--- config.mk ---
export PLATFORM = sky130hd
export DESIGN_NAME = seg7_capture
export DESIGN_NICKNAME = d
export VERILOG_FILES = /design/src/rtl/seg7_pkg.sv /design/src/rtl/seg7_decode.sv /design/src/rtl/seg7_capture.sv
export SDC_FILE = /design/constraint.sdc
export NUM_CORES = 1
export LEC_CHECK = 0
export BUFFER_PORTS_ARGS = -buffer_cell sky130_fd_sc_hd__buf_2
export CAP_MARGIN = 20
export CORE_MARGIN = 2
export CORE_UTILIZATION = 50
export DETAILED_ROUTE_END_ITERATION = 8
export PLACE_DENSITY = 0.71
export SYNTH_ARGS = -nofsm -noshare
export SYNTH_HDL_FRONTEND = slang
export SYNTH_SLANG_ARGS = --single-unit
--- constraint.sdc ---
create_clock -name clk -period 9 [get_ports clk]
set_clock_uncertainty 0.05 [all_clocks]
set_input_delay 2.7 -clock clk [delete_from_list [all_inputs] [get_ports clk]]
set_output_delay 2.7 -clock clk [all_outputs]
set_load 0.05 [all_outputs]
--- src/rtl/seg7_pkg.sv ---
// -----------------------------------------------------------------------------
// seg7_pkg
// Shared definitions for the seven-segment capture block:
//   - segment bit order within a 7-bit pattern (bit0 = a ... bit6 = g)
//   - the sixteen hex-digit segment codes (active-low, written g..a)
//   - the all-off blank code
// -----------------------------------------------------------------------------
package seg7_pkg;

  // Position of each segment line within the 7-bit pattern.
  typedef enum int unsigned {
    SEG_A = 0,
    SEG_B = 1,
    SEG_C = 2,
    SEG_D = 3,
    SEG_E = 4,
    SEG_F = 5,
    SEG_G = 6
  } seg_bit_e;

  localparam int unsigned SEG_W = 7;

  // Active-low: a 0 bit means the segment is lit.
  localparam logic [SEG_W-1:0] SEG_BLANK = 7'b1111111;

  localparam logic [SEG_W-1:0] SEG_CODE_0 = 7'b1000000;
  localparam logic [SEG_W-1:0] SEG_CODE_1 = 7'b1111001;
  localparam logic [SEG_W-1:0] SEG_CODE_2 = 7'b0100100;
  localparam logic [SEG_W-1:0] SEG_CODE_3 = 7'b0110000;
  localparam logic [SEG_W-1:0] SEG_CODE_4 = 7'b0011001;
  localparam logic [SEG_W-1:0] SEG_CODE_5 = 7'b0010010;
  localparam logic [SEG_W-1:0] SEG_CODE_6 = 7'b0000010;
  localparam logic [SEG_W-1:0] SEG_CODE_7 = 7'b1111000;
  localparam logic [SEG_W-1:0] SEG_CODE_8 = 7'b0000000;
  localparam logic [SEG_W-1:0] SEG_CODE_9 = 7'b0010000;
  localparam logic [SEG_W-1:0] SEG_CODE_A = 7'b0001000;
  localparam logic [SEG_W-1:0] SEG_CODE_B = 7'b0000011;
  localparam logic [SEG_W-1:0] SEG_CODE_C = 7'b1000110;
  localparam logic [SEG_W-1:0] SEG_CODE_D = 7'b0100001;
  localparam logic [SEG_W-1:0] SEG_CODE_E = 7'b0000110;
  localparam logic [SEG_W-1:0] SEG_CODE_F = 7'b0001110;

  // Indexed by nibble value: SEG_CODES[n] is the pattern that displays n.
  localparam logic [15:0][SEG_W-1:0] SEG_CODES = {
    SEG_CODE_F, SEG_CODE_E, SEG_CODE_D, SEG_CODE_C,
    SEG_CODE_B, SEG_CODE_A, SEG_CODE_9, SEG_CODE_8,
    SEG_CODE_7, SEG_CODE_6, SEG_CODE_5, SEG_CODE_4,
    SEG_CODE_3, SEG_CODE_2, SEG_CODE_1, SEG_CODE_0
  };

endpackage

--- src/rtl/seg7_decode.sv ---
// -----------------------------------------------------------------------------
// seg7_decode
// Combinational segment-pattern decoder.
//   i_seg    : 7-bit active-low segment pattern (bit0 = a ... bit6 = g)
//   o_nibble : hex value displayed by i_seg (0 when not a legal code)
//   o_hit    : i_seg is one of the sixteen hex-digit codes
//   o_blank  : i_seg is the all-off pattern
// -----------------------------------------------------------------------------
module seg7_decode
  import seg7_pkg::*;
(
  input  logic [SEG_W-1:0] i_seg,
  output logic [3:0]       o_nibble,
  output logic             o_hit,
  output logic             o_blank
);

  always_comb begin
    o_nibble = '0;
    o_hit    = 1'b0;
    for (int unsigned k = 0; k < 16; k++) begin
      if (i_seg == SEG_CODES[k]) begin
        o_hit    = 1'b1;
        o_nibble = 4'(k);
      end
    end
    o_blank = (i_seg == SEG_BLANK);
  end

endmodule

--- src/rtl/seg7_capture.sv ---
// -----------------------------------------------------------------------------
// seg7_capture
// Captures the digits shown on a multiplexed seven-segment display by sniffing
// its segment and digit-select lines. Both buses are synchronized, and a digit
// is committed once {dig_sel, seg_in} has been stable for STABLE_CYCLES
// consecutive samples.
//   clk         : sole clock, rising edge
//   rst_n       : asynchronous active-low reset
//   seg_in      : segment lines, active-low, bit0 = a ... bit6 = g (async)
//   dig_sel     : digit enables, active-high, expected one-hot (async)
//   err_clr     : synchronous pulse clearing seg_err / sel_err
//   digits      : captured nibble per digit, digit i at [4i+3:4i]
//   digit_valid : bit i set when digits[i] holds a legally decoded value
//   update      : one-cycle pulse on every digit commit
//   upd_idx     : index of the digit committed with update
//   seg_err     : sticky, an illegal segment pattern was committed
//   sel_err     : sticky, a stable multi-hot dig_sel was seen
// -----------------------------------------------------------------------------
module seg7_capture
  import seg7_pkg::*;
#(
  parameter  int unsigned STABLE_CYCLES = 4,
  parameter  int unsigned NDIG          = 4,
  localparam int unsigned IDXW          = (NDIG > 1) ? $clog2(NDIG) : 1
) (
  input  logic                clk,
  input  logic                rst_n,
  input  logic [SEG_W-1:0]    seg_in,
  input  logic [NDIG-1:0]     dig_sel,
  input  logic                err_clr,
  output logic [4*NDIG-1:0]   digits,
  output logic [NDIG-1:0]     digit_valid,
  output logic                update,
  output logic [IDXW-1:0]     upd_idx,
  output logic                seg_err,
  output logic                sel_err
);

  localparam logic [7:0] STABLE_MAX = 8'(STABLE_CYCLES);

  // Synchronizers and the previous-cycle copy used for the stability compare.
  logic [SEG_W-1:0]  r_seg_s1, r_seg_s2, r_seg_prev;
  logic [NDIG-1:0]   r_sel_s1, r_sel_s2, r_sel_prev;

  logic [7:0]        r_cnt;
  logic              r_done;

  logic [4*NDIG-1:0] r_digits;
  logic [NDIG-1:0]   r_valid;
  logic              r_update;
  logic [IDXW-1:0]   r_upd_idx;
  logic              r_seg_err;
  logic              r_sel_err;

  logic              w_same;
  logic [7:0]        w_cnt_next;
  logic              w_fire;
  logic              w_onehot;
  logic              w_multi;
  logic [IDXW-1:0]   w_idx;
  logic [3:0]        w_nibble;
  logic              w_hit;
  logic              w_blank;
  logic              w_seg_set;
  logic              w_sel_set;

  seg7_decode u_decode (
    .i_seg    (r_seg_s2),
    .o_nibble (w_nibble),
    .o_hit    (w_hit),
    .o_blank  (w_blank)
  );

  assign w_same = ({r_sel_s2, r_seg_s2} == {r_sel_prev, r_seg_prev});

  // Saturating run-length counter; a change starts a new run at 1.
  always_comb begin
    w_cnt_next = 8'd1;
    if (w_same) begin
      w_cnt_next = (r_cnt < STABLE_MAX) ? r_cnt + 8'd1 : r_cnt;
    end
  end

  // r_done blocks further commits until the run is broken, so a run that
  // sits at saturation commits exactly once.
  assign w_fire   = w_same && (w_cnt_next == STABLE_MAX) && !r_done;

  assign w_onehot = $onehot(r_sel_s2);
  assign w_multi  = ($countones(r_sel_s2) > 1);

  always_comb begin
    w_idx = '0;
    for (int unsigned i = 0; i < NDIG; i++) begin
      if (r_sel_s2[i]) begin
        w_idx = IDXW'(i);
      end
    end
  end

  assign w_seg_set = w_fire && w_onehot && !w_hit && !w_blank;
  assign w_sel_set = w_fire && w_multi;

  always_ff @(posedge clk or negedge rst_n) begin
    if (!rst_n) begin
      r_seg_s1   <= SEG_BLANK;
      r_seg_s2   <= SEG_BLANK;
      r_seg_prev <= SEG_BLANK;
      r_sel_s1   <= '0;
      r_sel_s2   <= '0;
      r_sel_prev <= '0;
      r_cnt      <= '0;
      r_done     <= 1'b0;
      r_digits   <= '0;
      r_valid    <= '0;
      r_update   <= 1'b0;
      r_upd_idx  <= '0;
      r_seg_err  <= 1'b0;
      r_sel_err  <= 1'b0;
    end else begin
      r_seg_s1   <= seg_in;
      r_seg_s2   <= r_seg_s1;
      r_seg_prev <= r_seg_s2;
      r_sel_s1   <= dig_sel;
      r_sel_s2   <= r_sel_s1;
      r_sel_prev <= r_sel_s2;

      r_cnt      <= w_cnt_next;
      r_done     <= w_same && (r_done || w_fire);

      r_update   <= w_fire && w_onehot;
      if (w_fire && w_onehot) begin
        r_upd_idx <= w_idx;
        for (int unsigned i = 0; i < NDIG; i++) begin
          if (r_sel_s2[i]) begin
            r_valid[i] <= w_hit;
            if (w_hit) begin
              r_digits[4*i +: 4] <= w_nibble;
            end
          end
        end
      end

      // A set in the same cycle as err_clr takes priority.
      r_seg_err <= w_seg_set || (r_seg_err && !err_clr);
      r_sel_err <= w_sel_set || (r_sel_err && !err_clr);
    end
  end

  assign digits      = r_digits;
  assign digit_valid = r_valid;
  assign update      = r_update;
  assign upd_idx     = r_upd_idx;
  assign seg_err     = r_seg_err;
  assign sel_err     = r_sel_err;

endmodule

# After elaboration in Yosys (flattened, before gate mapping)
# Index checks and enable logic that the tools add are counted.
# totals
latch_bits	0
mem_bits_ro	0
input_bits	14
regBits	67
out_inout_bits	25
memories	0
ram_bits	0
# classes
n_eq_ne	19
shifts	0
magnitude_cmp	2
n_mux	36
reduce_logical	25
n_bitwise	0
multipliers	0
n_addsub	7
div	0
# op_table
cell	n
$eq 7x7->1 const B	5
$mux 4	8
$eq 7x5->1 const B	3
$eq 7x6->1 const B	3
$mux 1	18
$mux 8	2
$eq 7x2->1 const B	2
$eq 7x4->1 const B	2
$mux 3	4
$reduce_and 3->1	4
$eq 11x11->1	1
$logic_and 1x1->1	9
$add 1x1->2	4
$add 8x1->8 const B	1
$eq 8x3->1 const B	1
$lt 8x3->1 const B	1
$mux 2	4
$reduce_and 2->1	4
$eq 7x3->1 const B	1
$logic_not 7->1	1
$add 2x2->3	2
$logic_not 1->1	4
$eq 3x1->1 const B	1
$gt 3x1->1 const B	1
$logic_or 1x1->1	3

# Longest topological paths before layout
# Gate-level depths: netlist of run 1.
# logic_depth
depth_word	21
depth_mapped	12
mapped_depth_nobuf	12

# Cells and area by module
# A second synthesis of run 1 with hierarchy kept.
# hier_totals
cells_unflattened	216
area_unflattened_um2	2867.8
# modules_own_cells
mod	area_per_inst_um2	seq_area_each_um2	instances	cells_each
seg7_capture	2531.2	1702.9	1	164
seg7_decode	336.6	0.0	1	52

# Worst setup path after synthesis of run 1
# OpenSTA, ideal clock, no wires.
# synth_path
path_kind	reg-to-output
startpoint	reg r_digits[10], in the netlist digits[10]
endpoint	out digits[10]
stages_incl_launch_ff	1
path_slack_ns	5.649
path_buffers	0
required_time_ns	6.250
arrival_time_ns	0.601
path_cell_list	dfrtp_1
# synth_rtl
item	line	rtl
from (decl)	seg7_capture.sv:48	logic [4*NDIG-1:0] r_digits;
from (signal, indexed assignment)	seg7_capture.sv:137	r_digits[4*i +: 4] <= w_nibble;
to (decl)	seg7_capture.sv:31	output logic [4*NDIG-1:0] digits,
# No word-level cell between the ends.

# Worst setup path in the final report of run 1
# layout_path
startpoint	reg r_digits[2], in the netlist digits[2]
endpoint	out digits[2]
# No word-level cell between the ends.

==> metrics, run 1 <==
worst skew pair latency=340 ps; pin count of the biggest net entering global routing=68; DRC=0; first-pass GRT wire length=9360 µm; Setup Fix Bufs, Post-CTS=0; # IOs=39; gp weighted congestion=0.835; CP top delay family=flip-flops; FF+latch area=1700 µm²; Seq/Total Area, Yosys=0.584; Initial Utilization=0.523; Num CTS Buffers=9; worst-case clock buffer depth=2; # hold bufs at CTS=0; ys flop type=dfrtp_1; power per cell area=187 nW/µm²; worst hold-check path type=register to register; initial antenna violation count=0; worst setup margin=5280 ps; async set-reset flop share out of synthesis=1.00; H-tree levels=3; slew margin rel.=0.427; DP HPWL=3770 µm; fill count=464; CTS resizes=0; std cell rows=27; Worst EP required=6250 ps; reg2reg path depth=12; #FFs+latches synth=67; Area Growth Syn to Fin=15.3%; area leader, netlist=dfrtp_1; Yosys top cell area share=0.395; vias in the first global route=1881; Stages on worst setup path=1; Worst setup SP type=register; Max Freq=269 MHz; GRT Resource Usage Total=0.197; die area=6460 µm²; Sink Count=67; RSZ-0062 raised after global routing=false; Synth Warn #=0; Final Cycle Share=0.413; vias=1921; final setup vio count=0; Port Buffers=38; setup TNS=0 ps; clk root buf=clkbuf_8; Hold WS=298 ps; cells after synthesis=240; Die Wd=80.4 µm; # diodes=0; Critical path buffers and inverters=1; GRT overflow=0; number of hold violations in the final report=0; outcome=completed; Final Slew Violations=0; mean area per synthesized cell=12.2 µm²; routed vias/inst=5.40; Synth area leaders=dfrtp_1 39%, dfstp_2 19%, xor2_1 3.0%; MaxCap Viol Count=0; Synthesized Nets=259; nets@finish=298; synth unique cells=50; multi-input logic area=1100 µm²; Leak=1.60 nW; total power=0.628 mW; Mapped Area=2920 µm²; crit path max fanout=2; final core occ=0.603; overall die height=80.4 µm; critical path class=register to output port; Reg clk slew, reported paths=70 ps; total core area=5570 µm²; DRT Wirelength=5490 µm; EDFF count, synth=0; Pre-Repair DR Iteration Count=4; dpl ws=5490 ps; CTS tree=done; Routed Antenna Nets=0; Largest stage delay, worst path=360 ps; slowest library cell on the worst path=dfrtp_1; WP data arrival=970 ps; Routed WL per cell=15.4 µm; VDD IR max=0.000162 V; fin crit period=3720 ps; layout cells sized above 1=0.296; measured slew at the worst slew-check pin=856 ps; WHS Path Cells=0; CP Capture Type=output port; Detailed Route Iter0 Violations=91; Cell Chain, Critical Path=buf_2
## cells in the final DEF (no fill, tap or decap), drive strengths merged, types with 6 or more instances in the layout
cell type and n:
and2 9, nor3 9, clkbuf 11, nand2 13, dfrtp 46, xor2 11, nor4 6, o2bb2ai 9
nor2 9, nand3 9, dfstp 21, buf 39, inv 15, o21ai 10
## final timing paths
kind | startpoint | to | slack [ps]
hold / removal | r_sel_s1[0] | r_sel_s2[0] | 300
hold reg to reg | r_sel_s1[0] | r_sel_s2[0] | 300
setup reg to reg | r_sel_s2[3] | digit_valid[0] | 5660
min in group asynchronous | rst_n | digits[4] | 2480
setup / recovery | digits[2] | digits[2] | 5280
max in group asynchronous | rst_n | r_sel_s2[3] | 5900
## synth_stat cells, types with 3 or more instances
cell	count
buf_2	3
o2bb2ai_1	9
a21o_1	5
a21oi_1	5
nand2_1	13
xor2_1	10
nor2_1	9
and2_1	9
clkbuf_1	6
nor4_4	3
o211a_1	5
nand4_1	3
o21ai_0	9
inv_1	15
nor4_1	3
o22a_1	4
dfrtp_1	46
ha_1	4
nand3_1	8
dfstp_2	21
a2bb2oi_1	4
and4bb_2	3
nor3b_1	3
nor3_1	8
## power breakdown
group          leakage [nW]  switching [mW]  internal (mW)
Clock                 0.107           0.108          0.162
Combinational         0.658          0.0208         0.0125
Sequential            0.831          0.0112          0.313
## kinds of logic (layout without fill, tap and decap cells)
kind of cell / after synthesis / in the layout / synth area share
compound gates: 51 / 51 / 0.132
xor+xnor: 13 / 13 / 0.0416
fa+ha+maj: 5 / 5 / 0.0240
buf+inv: 26 / 70 / 0.0399
flops: 67 / 67 / 0.584
mux: 3 / 3 / 0.0107
simple gates: 75 / 75 / 0.168
## per-layer routing
layer | vias to the layer above | part of all wire | global-route usage
met1 | 943 | 0.48 | 0.272
met2 | 36 | 0.48 | 0.290
met5 | - | 0 | 0
li1 | 936 | - | -
met3 | 6 | 0.037 | 0.0652
met4 | 0 | 0.0093 | 0.0712
## stage by stage
stage / cell area [µm²] / instances
3_3_place_gp: 3140 / 340
2_1_floorplan: 2920 / 240
4_1_cts: 3360 / 356
6_report: 3360 / 356
5_1_grt: 3360 / 356
3_5_place_dp: 3140 / 340
## registers in the layout (all words and copies together) (netlist names), 4 cells and up
| register | flops |
|---|---|
| r_cnt | 8 |
| r_sel_s1 | 4 |
| digits | 16 |
| r_seg_s1 | 7 |
| r_seg_s2 | 7 |
| digit_valid | 4 |
| r_sel_s2 | 4 |
| r_sel_prev | 4 |
| r_seg_prev | 7 |
## final cells by class
cell class                      count  area share
Timing Repair Buffer               39      0.0588
Tap cell                           72      0.0268
Clock inverter                      5      0.0227
Inverter                           15      0.0167
Clock buffer                       11      0.0421
Multi-Input combinational cell    147       0.326
Sequential cell                    67       0.507
No activity file was read; power rests on OpenSTA's default activity.
==> run 2: changes to the inputs <==
Settings changed: ABC_AREA set to 1.
Clock period 9 ns to 3.5 ns, I/O delays scaled along.
==> metrics, run 2 <==
outcome=completed; Sink Count=67 (unchanged); WP data arrival=2850 ps (+1880 ps); layout cells sized above 1=0.242 (-0.0540); Comb power frac=0.062 (+0.009); fin crit period=2680 ps; Setup Fix Bufs, Post-CTS=0 (unchanged); net switching power=0.336 mW (+140%); dpl cells=420 (+24%); Final Cycle Share=0.766; Clock Power Share=0.378 (-0.053); DRT Wirelength=5130 µm (-6.5%); synth cell count leaders=93 x nand2_1, 46 x dfrtp_1, 43 x inv_1; total power=1.46 mW (+130%); # hold bufs at CTS=0 (unchanged); Layout Cells excl Fill=436 (+22%); Reg power frac=0.560 (+0.044); H-tree levels=3 (unchanged); final setup vio count=0 (unchanged); CTS resizes=0 (unchanged); initial antenna violation count=0 (unchanged); measured slew at the worst slew-check pin=640 ps (-216 ps); Initial Utilization=0.520 (-0.00336); fill count=502 (+8.2%); Final Cell Area=3350 µm² (-0.37%); setup TNS=0 ps (unchanged); vias in the first global route=1905 (+1.3%); Mapped Area=2880 µm² (-1.2%); Cell Chain, Critical Path=inv_1 > fa_1 > inv_1 > ha_1 > inv_1 > ha_1 > nor3_1 > buf_4 > nand4_1 > nand2_1 > nand2_1; Reg clk slew, reported paths=70 ps (about the same); Worst setup SP type=register; routed vias/inst=4.83 (-11%); Area Growth Syn to Fin=16.3%; Synthesized Nets=328 (+27%); slew margin rel.=0.574 (+0.147); GRT Resource Usage Total=0.186 (-0.0107); Synth area leaders=dfrtp_1 40%, dfstp_2 19%, nand2_1 12%; RSZ-0062 raised after global routing=false; pin count of the biggest net entering global routing=40 (-41%); number of hold violations in the final report=0 (unchanged); Num CTS Buffers=9 (unchanged); DRC=0 (unchanged); Post-Place Cell Area=3180 µm² (+1.0%); internal cell power=1.13 mW (+130%); gp weighted congestion=0.861 (+3.1%); Yosys top cell area share=0.400 (+0.00497); clk root buf=clkbuf_8; slowest library cell on the worst path=fa_1; DP HPWL=3800 µm (+0.70%); Pre-Repair DR Iteration Count=4 (unchanged); crit path max fanout=5 (+3); Max Freq=373 MHz; Port Buffers=38 (unchanged); ys flop type=dfrtp_1; reg2reg start=r_sel_s2[0]; Seq/Total Area, Yosys=0.591 (+0.00736); Final Slew Violations=0 (unchanged); EDFF count, synth=0 (unchanged); Routed Antenna Nets=0 (unchanged); CTS tree=done; area leader, netlist=dfrtp_1; Leak=1.86 nW (+17%); first-pass GRT wire length=8890 µm (-5.0%); VDD IR max=0.000370 V (+130%); # diodes=0 (unchanged); Synth Warn #=0 (unchanged); Worst Setup SP=r_sel_s2[0]; mean area per synthesized cell=9.32 µm² (-23%); # IOs=39 (unchanged); worst skew pair latency=330 ps (about the same); worst hold-check path type=register to register; total core area=5540 µm² (-0.61%); async set-reset flop share out of synthesis=1.00 (unchanged); Detailed Route Iter0 Violations=87 (-4.4%); worst hold start=r_sel_s1[2]; count leader, synth=nand2_1; FF+latch area=1700 µm² (unchanged); synth unique cells=28 (-44%); MaxCap Viol Count=0 (unchanged); number of flip-flops in the largest register=16 (unchanged); die area=6380 µm² (-1.2%); most frequent cells in the layout=93 x nand2_1, 46 x dfrtp_1, 43 x inv_1; Die Wd=79.9 µm (-0.59%); Largest stage delay, worst path=550 ps (+190 ps); CP Capture Type=register; vias=2105 (+9.6%); #FFs+latches synth=67 (unchanged); multi-input logic area=986 µm² (-10%); leading cell type in the layout, fill and taps excluded=nand2_1; most frequent CP cell=inv_1; Worst EP required=3670 ps (-2580 ps); CP top delay family=adder cells; GRT overflow=0 (unchanged); Sw Ratio=0.229 (+0.00567); overall die height=79.9 µm (-0.59%); Critical path buffers and inverters=4 (+3); cells after synthesis=309 (+29%); worst-case clock buffer depth=2 (unchanged); critical path class=register to register; power per cell area=437 nW/µm² (+130%); std cell rows=27 (unchanged); Routed WL per cell=11.8 µm (-24%); nets@finish=378 (+27%)
[run 2: cell types whose count changed in the layout (fill, tap and decap cells not counted), moves of 9 or more]
cell / change
nand2_1: +80
xor2_1: -10
o2bb2ai_1: -9
and2_1: -9
nand3_1: +19
inv_1: +28
nor2_1: +20
[run 2: layer usage]
layer  track usage  up-vias  routed length, µm
li1              -     1064                  -
met1         0.260      994               2530
met2         0.272       36               2290
met3        0.0520       11                223
met4        0.0814        0                 91
met5             0        -                  0
[run 2: logic make-up after synthesis]
logic type / count (synthesis) / synth area share
AO/OA/AOI/OAI: 14 / 0.0278
XOR/XNOR: 5 / 0.0152
adder cells (fa/ha/maj): 5 / 0.0243
buffers and inverters: 48 / 0.0665
flip-flops: 67 / 0.591
AND/OR/NAND/NOR: 170 / 0.275
[run 2: worst register-to-register path: stages (launching register included)]
cell     delay (ps)
dfrtp_1         400
inv_1           150
fa_1            550
inv_1            40
ha_1            180
inv_1            60
ha_1            210
nor3_1          300
buf_4           210
nand4_1         240
nand2_1         130
nand2_1          60
[run 2: cell type report]
| cell class | instances | area share |
|---|---|---|
| flip-flops and latches | 67 | 0.508 |
| multi-input cells | 194 | 0.294 |
| repair buffers | 41 | 0.0672 |
| inverters | 46 | 0.0516 |
| clock buffers | 14 | 0.0486 |
| well taps | 72 | 0.0269 |
| clock inverters | 2 | 0.00299 |
[run 2: path summary, 6_finish.rpt]
check                              end  slack [ps]  depth (start not counted)
max                          digits[3]         820                         11
min                        r_sel_s2[2]         300                          0
max reg2reg                  digits[3]         820                         11
min reg2reg                r_sel_s2[2]         300                          0
max in group asynchronous  r_seg_s2[2]        2030                          2
min in group asynchronous  r_sel_s1[3]         690                          1
[run 2: power groups by stage]
stage | Sequential, mW | Clock (mW) | Combinational, mW
final | 0.819 | 0.554 | 0.0910
after global routing | 0.822 | 0.612 | 0.105
after CTS | 0.819 | 0.575 | 0.0924
after detailed placement | 0.833 | 0 | 0.0919
after global placement | 0.832 | 0 | 0.0897
after floorplan | 0.828 | 0 | 0.0536
[run 2: per-stage QoR]
step	util	hold WS, ps	setup WS (ps)
after floorplan	-	281	829
after global placement	0.573	290	898
after detailed placement	0.573	286	813
after CTS	0.605	302	821
after global routing	0.605	309	635
final	0.605	301	820
==> run 3: changes to the inputs <==
Clock period 3.5 ns to 2.74 ns, I/O delays scaled along.
==> metrics, run 3 (synthesis gave the netlist of run 2 again) <==
Final Cycle Share=0.926 (+0.160); Num CTS Buffers=9 (unchanged); crit path max fanout=5 (unchanged); Sink Count=67 (unchanged); Worst Setup SP=r_sel_s2[1]; GRT Resource Usage Total=0.193 (+0.00685); pin count of the biggest net entering global routing=44 (+10%); outcome=completed; Reg-to-Reg End=digits[1]; fin crit period=2540 ps (-143 ps); measured slew at the worst slew-check pin=562 ps (-77.3 ps); number of hold violations in the final report=0 (unchanged); Worst setup SP type=register; CP Capture Type=register; setup TNS=0 ps (unchanged); Leak=1.87 nW (+0.37%); vias in the first global route=1996 (+4.8%); crit path to=digits[1]; Reg clk slew, reported paths=70 ps (about the same); worst hold-check path type=register to register; Routed Antenna Nets=0 (unchanged); DP HPWL=4010 µm (+5.6%); Final Slew Violations=0 (unchanged); Reg power frac=0.568 (+0.008); Sw Ratio=0.241 (+0.0119); dpl cells=423 (+0.71%); Layout Cells excl Fill=440 (+0.92%); net switching power=0.443 mW (+32%); routed vias/inst=4.85 (+0.41%); clk root buf=clkbuf_8; Comb power frac=0.067 (+0.005); DRT Wirelength=5390 µm (+5.1%); internal cell power=1.40 mW (+24%); Routed WL per cell=12.3 µm (+4.1%); power per cell area=546 nW/µm² (+25%); Clock Power Share=0.365 (-0.013); WP data arrival=2710 ps (-140 ps); reg2reg path depth=11 (unchanged); reg2reg start=r_sel_s2[1]; FF+latch area=1700 µm² (unchanged); nets@finish=382 (+1.1%); worst skew pair latency=330 ps (about the same); Max Freq=394 MHz (+5.6%); # IOs=39 (unchanged); Pre-Repair DR Iteration Count=6 (+2); MaxCap Viol Count=0 (unchanged); Detailed Route Iter0 Violations=98 (+13%); vias=2133 (+1.3%); total core area=5540 µm² (unchanged); Die Wd=79.9 µm (unchanged); overall die height=79.9 µm (unchanged); first-pass GRT wire length=9130 µm (+2.6%); RSZ-0062 raised after global routing=false; fill count=498 (-0.80%); initial antenna violation count=0 (unchanged); H-tree levels=3 (unchanged); FF-to-FF setup slack=200 ps (-620 ps); DRC=0 (unchanged); # hold bufs at CTS=0 (unchanged); Area Growth Syn to Fin=16.9%; critical path class=register to register; gp weighted congestion=0.834 (-3.2%); CTS tree=done; slew margin rel.=0.620 (+0.0468); number of flip-flops in the largest register=16 (unchanged); final setup vio count=0 (unchanged); Worst EP required=2920 ps (-750 ps); most frequent cells in the layout=93 x nand2_1, 46 x dfrtp_1, 43 x inv_1; die area=6380 µm² (unchanged); GRT overflow=0 (unchanged); multi-input logic area=991 µm² (+0.51%); layout cells sized above 1=0.250 (+0.00824); # diodes=0 (unchanged); leading cell type in the layout, fill and taps excluded=nand2_1; std cell rows=27 (unchanged); Port Buffers=38 (unchanged); VDD IR max=0.000369 V (-0.43%); worst-case clock buffer depth=2 (unchanged); Initial Utilization=0.520 (unchanged)
run 3: layer usage:
metal  vias to the layer above  part of all wire  track usage
met1                      1011              0.48        0.261
met4                         0             0.013       0.0915
met3                         7             0.040       0.0452
li1                       1069                 -            -
met5                         -                 0            0
met2                        46              0.47        0.293
run 3: worst min path at each step:
stage                              to  slack, ps         from  depth (start not counted)
after CTS                 r_seg_s2[1]        300  r_seg_s1[1]                          0
after global routing      r_seg_s2[1]        290  r_seg_s1[1]                          0
after detailed placement  r_sel_s2[3]        290  r_sel_s1[3]                          0
final                     r_sel_s2[3]        300  r_sel_s1[3]                          0
after floorplan           r_sel_s2[0]        280  r_sel_s1[0]                          0
after global placement    r_sel_s2[3]        290  r_sel_s1[3]                          0
run 3: critical path: stages, from the launching register on:
cell	delay, ps
dfrtp_1	410
inv_2	150
fa_1	430
inv_1	70
ha_1	160
inv_1	50
ha_1	280
nor3_2	240
buf_4	180
nand4_1	240
nand2_1	120
nand2_1	60
run 3: power by group through the flow:
stage          registers, mW  logic [mW]  clock network, mW
4_1_cts                 1.04       0.123              0.693
2_1_floorplan           1.06      0.0685                  0
3_5_place_dp            1.06       0.123                  0
6_report                1.04       0.123              0.671
5_1_grt                 1.05       0.142              0.738
3_3_place_gp            1.06       0.120                  0
run 3: timing repair:
item | 4_1_cts | 5_1_grt
setup endpoints to repair | 0 | 21
gates resized for setup | 0 | 2
buffers inserted | 0 | 1
run 3: stage by stage:
step	util	total power, mW	setup slack, ps	hold WS (ps)	instance area [µm²]
after floorplan	-	1.13	68.9	281	2880
final	0.608	1.84	204	305	3370
after global routing	0.608	1.93	5.70	295	3370
after detailed placement	0.577	1.19	58.8	290	3200
after CTS	0.606	1.86	49.1	302	3360
after global placement	0.577	1.18	173	289	3200
run 3: final cells by class:
type / count / share of cell area
flip-flops and latches: 67 / 0.506
multi-input cells: 194 / 0.294
repair buffers: 45 / 0.0758
inverters: 46 / 0.0513
clock buffers: 13 / 0.0412
well taps: 72 / 0.0267
clock inverters: 3 / 0.00520
